File: config.mk
export PLATFORM = sky130hd
export DESIGN_NAME = t_pulse_debouncer
export DESIGN_NICKNAME = d
export VERILOG_FILES = /design/src/rtl/t_pulse_debouncer_pkg.sv /design/src/rtl/t_pulse_debouncer_sync_2ff.sv /design/src/rtl/t_pulse_debouncer.sv
export SDC_FILE = /design/constraint.sdc
export NUM_CORES = 1
export LEC_CHECK = 0
export BUFFER_PORTS_ARGS = -buffer_cell sky130_fd_sc_hd__buf_2
export CAP_MARGIN = 20
export CORE_AREA = 2 2 39 41
export DETAILED_ROUTE_END_ITERATION = 7
export DIE_AREA = 0 0 41 43
export GPL_ROUTABILITY_DRIVEN = 0
export GPL_TIMING_DRIVEN = 0
export PLACE_DENSITY_LB_ADDON = 0.3
export SLEW_MARGIN = 0
export SYNTH_ARGS = -nofsm -noshare
export SYNTH_HDL_FRONTEND = slang
export SYNTH_SLANG_ARGS = --single-unit
File: constraint.sdc
create_clock -name clk -period 3.4 [get_ports clk]
set_clock_uncertainty 0.1 [all_clocks]
set_input_delay 0 -clock clk [delete_from_list [all_inputs] [get_ports clk]]
set_output_delay 0 -clock clk [all_outputs]
set_load 0.005 [all_outputs]
File: src/rtl/t_pulse_debouncer_pkg.sv
// Shared types for the push-button debouncer: FSM state encoding and a level decode helper.
package t_pulse_debouncer_pkg;

    typedef enum logic [1:0] {
        IDLE      = 2'd0,
        ARMING    = 2'd1,
        PRESSED   = 2'd2,
        RELEASING = 2'd3
    } db_state_t;

    // The debounced level is high while the button is held or while a release is still unconfirmed.
    function automatic logic is_held(input db_state_t s);
        return (s == PRESSED) || (s == RELEASING);
    endfunction

endpackage

File: src/rtl/t_pulse_debouncer_sync_2ff.sv
// Two-flop synchroniser for the asynchronous button level; both stages clear to 0 on reset.
module sync_2ff (
    input  logic clk,
    input  logic rst,
    input  logic d,
    output logic q
);

    logic s1;

    always_ff @(posedge clk or negedge rst) begin
        if (!rst) begin
            s1 <= 1'b0;
            q  <= 1'b0;
        end else begin
            s1 <= d;
            q  <= s1;
        end
    end

endmodule

File: src/rtl/t_pulse_debouncer.sv
// Debounces a raw push-button and emits a one-cycle toggle pulse on t per accepted press.
module t_pulse_debouncer
    import t_pulse_debouncer_pkg::*;
#(
    parameter int unsigned DEBOUNCE_CYCLES = 4,
    parameter int unsigned CNT_W           = 8
) (
    input  logic             clk,
    input  logic             rst,
    input  logic             btn_in,
    output logic             t,
    output logic             btn_stable,
    output logic [CNT_W-1:0] press_count
);

    localparam int unsigned    CW        = $clog2(DEBOUNCE_CYCLES + 1);
    localparam logic [CW-1:0]  LAST      = CW'(DEBOUNCE_CYCLES - 1);
    localparam logic           ONE_CYCLE = (DEBOUNCE_CYCLES == 1);

    logic          sync2;
    db_state_t     state, state_nxt;
    logic [CW-1:0] cnt, cnt_nxt;
    logic          t_q, pulse_nxt;

    sync_2ff u_sync (
        .clk (clk),
        .rst (rst),
        .d   (btn_in),
        .q   (sync2)
    );

    always_ff @(posedge clk or negedge rst) begin
        if (!rst) begin
            state       <= IDLE;
            cnt         <= '0;
            t_q         <= 1'b0;
            press_count <= '0;
        end else begin
            state <= state_nxt;
            cnt   <= cnt_nxt;
            t_q   <= pulse_nxt;
            if (pulse_nxt) begin
                press_count <= press_count + CNT_W'(1);
            end
        end
    end

    // With a one-cycle window the first matching sample already confirms, so ARMING/RELEASING are skipped.
    always_comb begin
        state_nxt = state;
        cnt_nxt   = cnt;
        pulse_nxt = 1'b0;
        case (state)
            IDLE: begin
                if (sync2) begin
                    if (ONE_CYCLE) begin
                        state_nxt = PRESSED;
                        cnt_nxt   = '0;
                        pulse_nxt = 1'b1;
                    end else begin
                        state_nxt = ARMING;
                        cnt_nxt   = CW'(1);
                    end
                end
            end
            ARMING: begin
                if (!sync2) begin
                    state_nxt = IDLE;
                    cnt_nxt   = '0;
                end else if (cnt == LAST) begin
                    state_nxt = PRESSED;
                    cnt_nxt   = '0;
                    pulse_nxt = 1'b1;
                end else begin
                    cnt_nxt = cnt + CW'(1);
                end
            end
            PRESSED: begin
                if (!sync2) begin
                    if (ONE_CYCLE) begin
                        state_nxt = IDLE;
                        cnt_nxt   = '0;
                    end else begin
                        state_nxt = RELEASING;
                        cnt_nxt   = CW'(1);
                    end
                end
            end
            RELEASING: begin
                if (sync2) begin
                    state_nxt = PRESSED;
                    cnt_nxt   = '0;
                end else if (cnt == LAST) begin
                    state_nxt = IDLE;
                    cnt_nxt   = '0;
                end else begin
                    cnt_nxt = cnt + CW'(1);
                end
            end
            default: begin
                state_nxt = IDLE;
                cnt_nxt   = '0;
            end
        endcase
    end

    always_comb begin
        t          = t_q;
        btn_stable = is_held(state);
    end

endmodule

==> flow_summary.yaml <==
synth:
  yosys-top-cells-area: "dfrtp_1 (57%), xnor2_1 (6.2%), xor2_1 (5.0%), ha_1 (3.6%), nand2_1 (3.2%)"
  synth-edff-count: 0
  synthCells: 59
  yosysSeqAreaShare_pct: 56.8
  synthArstFlopShare_pct: 100
  synth_cell_types: 25
  synth.largest_area_cell: "dfrtp_1"
  yosysMostFrequentCell: "dfrtp_1"
  ys_top_cells_by_count: "dfrtp_1 (16), nand2_1 (6), xnor2_1 (5), xor2_1 (4), nor2_1 (3)"
  avgSynthCellArea_sq_um: 11.9
  syn-cell-area_sq_um: 704
  synth_seq_cells: 16
  yosysWarningCount: 0
  synth_nets: 64
  netlist.area_leader.share_pct: 56.8
  ys.flop_type: "dfrtp_1"
floorplan:
  die_h_um: 43
  num_io_pins: 13
  start_util_pct: 50.9
  die_w_um: 41
  coreArea_sq_um: 1380
  dieArea_sq_um: 1760
  rows: 14
clock_network:
  root_buffer: "clkbuf_4"
  clock_latency_ns: 0.28
  path_clk_slew_ns: 0.09
  cts.sinks: 16
  cts_tree: "done"
  h-tree-depth: 1
  clockBufferDepth: 2
  cts_buffers: 3
drt:
  drt-total-wl_um: 1050
  ant_nets: 0
  detail_route.iter0.violations: 1
  drt_pass1_iterations: 2
  avgViaCountPerCell: 5.01
  wl_per_cell_um: 11.4
  drc: 0
  vias: 461
grt:
  grt_overflow_total: 0
  grt_usage_pct: 14.6
  grt_start_max_net_pins: 17
  antenna_found_initial: 0
  grt_pass1_wl_um: 1660
  grt_pass1_vias: 393
power_and_ir_drop:
  leakagePower_nw: 0.424
  power_density_nw_per_um2: 596
  vdd_drop_max_mv: 0.382
layout:
  diodes: 0
  area_growth_pct: 17.4
  final_nets: 83
  fin_util_pct: 59.8
  drive_gt1_share_pct: 25.0
  final_cell_count_no_fill: 92
setup_path:
  cpPeakStageDelay_ns: 0.37
  cp_slowest_cell: "mux2_2"
  path_class: "flop to flop"
  r2r_cells: 4
  r2r_slack_ns: 1.75
  required_ns: 3.47
  end_kind: "flop"
  reg2reg_from: "cnt[0]"
  path_cells: "ha_1 > nand3b_2 > nor3b_2 > mux2_2"
  cp_data_arrival_time_ns: 1.72
  r2r-end: "press_count[1]"
  worstPathMaxFanout: 6
  crit_path_start_kind: "flop"
sta:
  finalCritPeriodShare_pct: 48.6
  rsz0062_at_grt: "false"
  period_needed_ns: 1.65
  drv_slew: 0
  slew_headroom_pct: 77.1
  hold_viol: 0
  tns_ns: 0
  timing.fmax_mhz: 605
  tightest_slew_ns: 0.341
  finalSetupViolCount: 0
  setup_ws_ns: 1.75
outcome:
  status: "finished, final reports clean"
place:
  dp_cells: 87
  numPortBuffers: 12
  place_ws_ns: 1.74
  hpwl_um: 771
worst_hold_path:
  hp-class: "input pin to asynchronous set/reset pin"
job:
  maxCapViolCount: 0
## area by class of cell
cell class | instances | area, sq um
fillers | 117 | 557
flip-flops and latches | 16 | 400
multi-input cells | 39 | 282
repair buffers | 14 | 80.1
clock buffers | 3 | 22.5
well taps | 16 | 20.0
plain buffers | 2 | 15.0
inverters | 2 | 7.51
## registers in the layout, indices dropped and copies added (netlist names), named ones only
name and cells:
state 1, u_sync.q 1, t 1, cnt 3
u_sync.s1 1, press_count 8
## where the power goes
part           total [mW]  leakage (nW)  switching [mW]  internal, mW
Combinational       0.140         0.200          0.0689        0.0709
Sequential          0.259         0.210          0.0329         0.226
Clock              0.0946        0.0138          0.0536        0.0410
Total               0.493         0.424           0.155         0.338
## critical path: cells and delay by family (launching register included)
kind / cells / cell delay, ns
AND/OR/NAND/NOR: 2 / 0.49
flip-flops: 1 / 0.36
multiplexers: 1 / 0.37
adder cells (fa/ha/maj): 1 / 0.22
## repair_timing
item,CTS,global route
setup buffers,0,0
resized for setup,0,0
setup endpoints to repair,0,0
endpoints found under the hold margin,17,0
hold buffers,2,0
## cell families (layout without fill, tap and decap cells)
group / Yosys count / count (layout) / synth area share, %
AND/OR/NAND/NOR: 24 / 24 / 20.8
flip-flops: 16 / 16 / 56.8
XOR/XNOR: 9 / 9 / 11.2
buffers and inverters: 4 / 21 / 3.20
AO/OA/AOI/OAI: 3 / 3 / 2.84
adder cells (fa/ha/maj): 2 / 2 / 3.55
multiplexers: 1 / 1 / 1.60
## cells in the final DEF, fill, tap and decap left out, drive strengths merged, types with 3 or more instances in the layout
cell	instances
dfrtp	16
buf	13
nand2	6
xnor2	5
xor2	4
clkbuf	4
nor2	3
## through the flow
step	power, mW	instance area, sq um	hold WS [ns]
final	0.493	827	0.0481
after global routing	0.533	827	0.0962
after CTS	0.503	827	0.0506
after detailed placement	0.405	785	-0.175
after global placement	0.396	785	-0.175
after floorplan	0.359	704	-0.396
## how the worst max path moves through the flow
stage          startpoint             end  depth (start not counted)
6_report           cnt[0]  press_count[1]                          4
3_5_place_dp       cnt[0]  press_count[1]                          4
2_1_floorplan      cnt[0]  press_count[7]                          4
5_1_grt            cnt[1]  press_count[1]                          4
4_1_cts            cnt[0]  press_count[1]                          4
3_3_place_gp       cnt[0]  press_count[7]                          4
## per-layer routing
layer / vias to the layer above / part of all wire [%] / GRT usage [%]
met5: - / 0 / 0
met4: 0 / 1.3 / 12.0
met3: 2 / 3.8 / 3.14
met2: 9 / 47 / 20.3
met1: 215 / 48 / 18.3
li1: 235 / - / -
(Power assumes the default switching activity.)
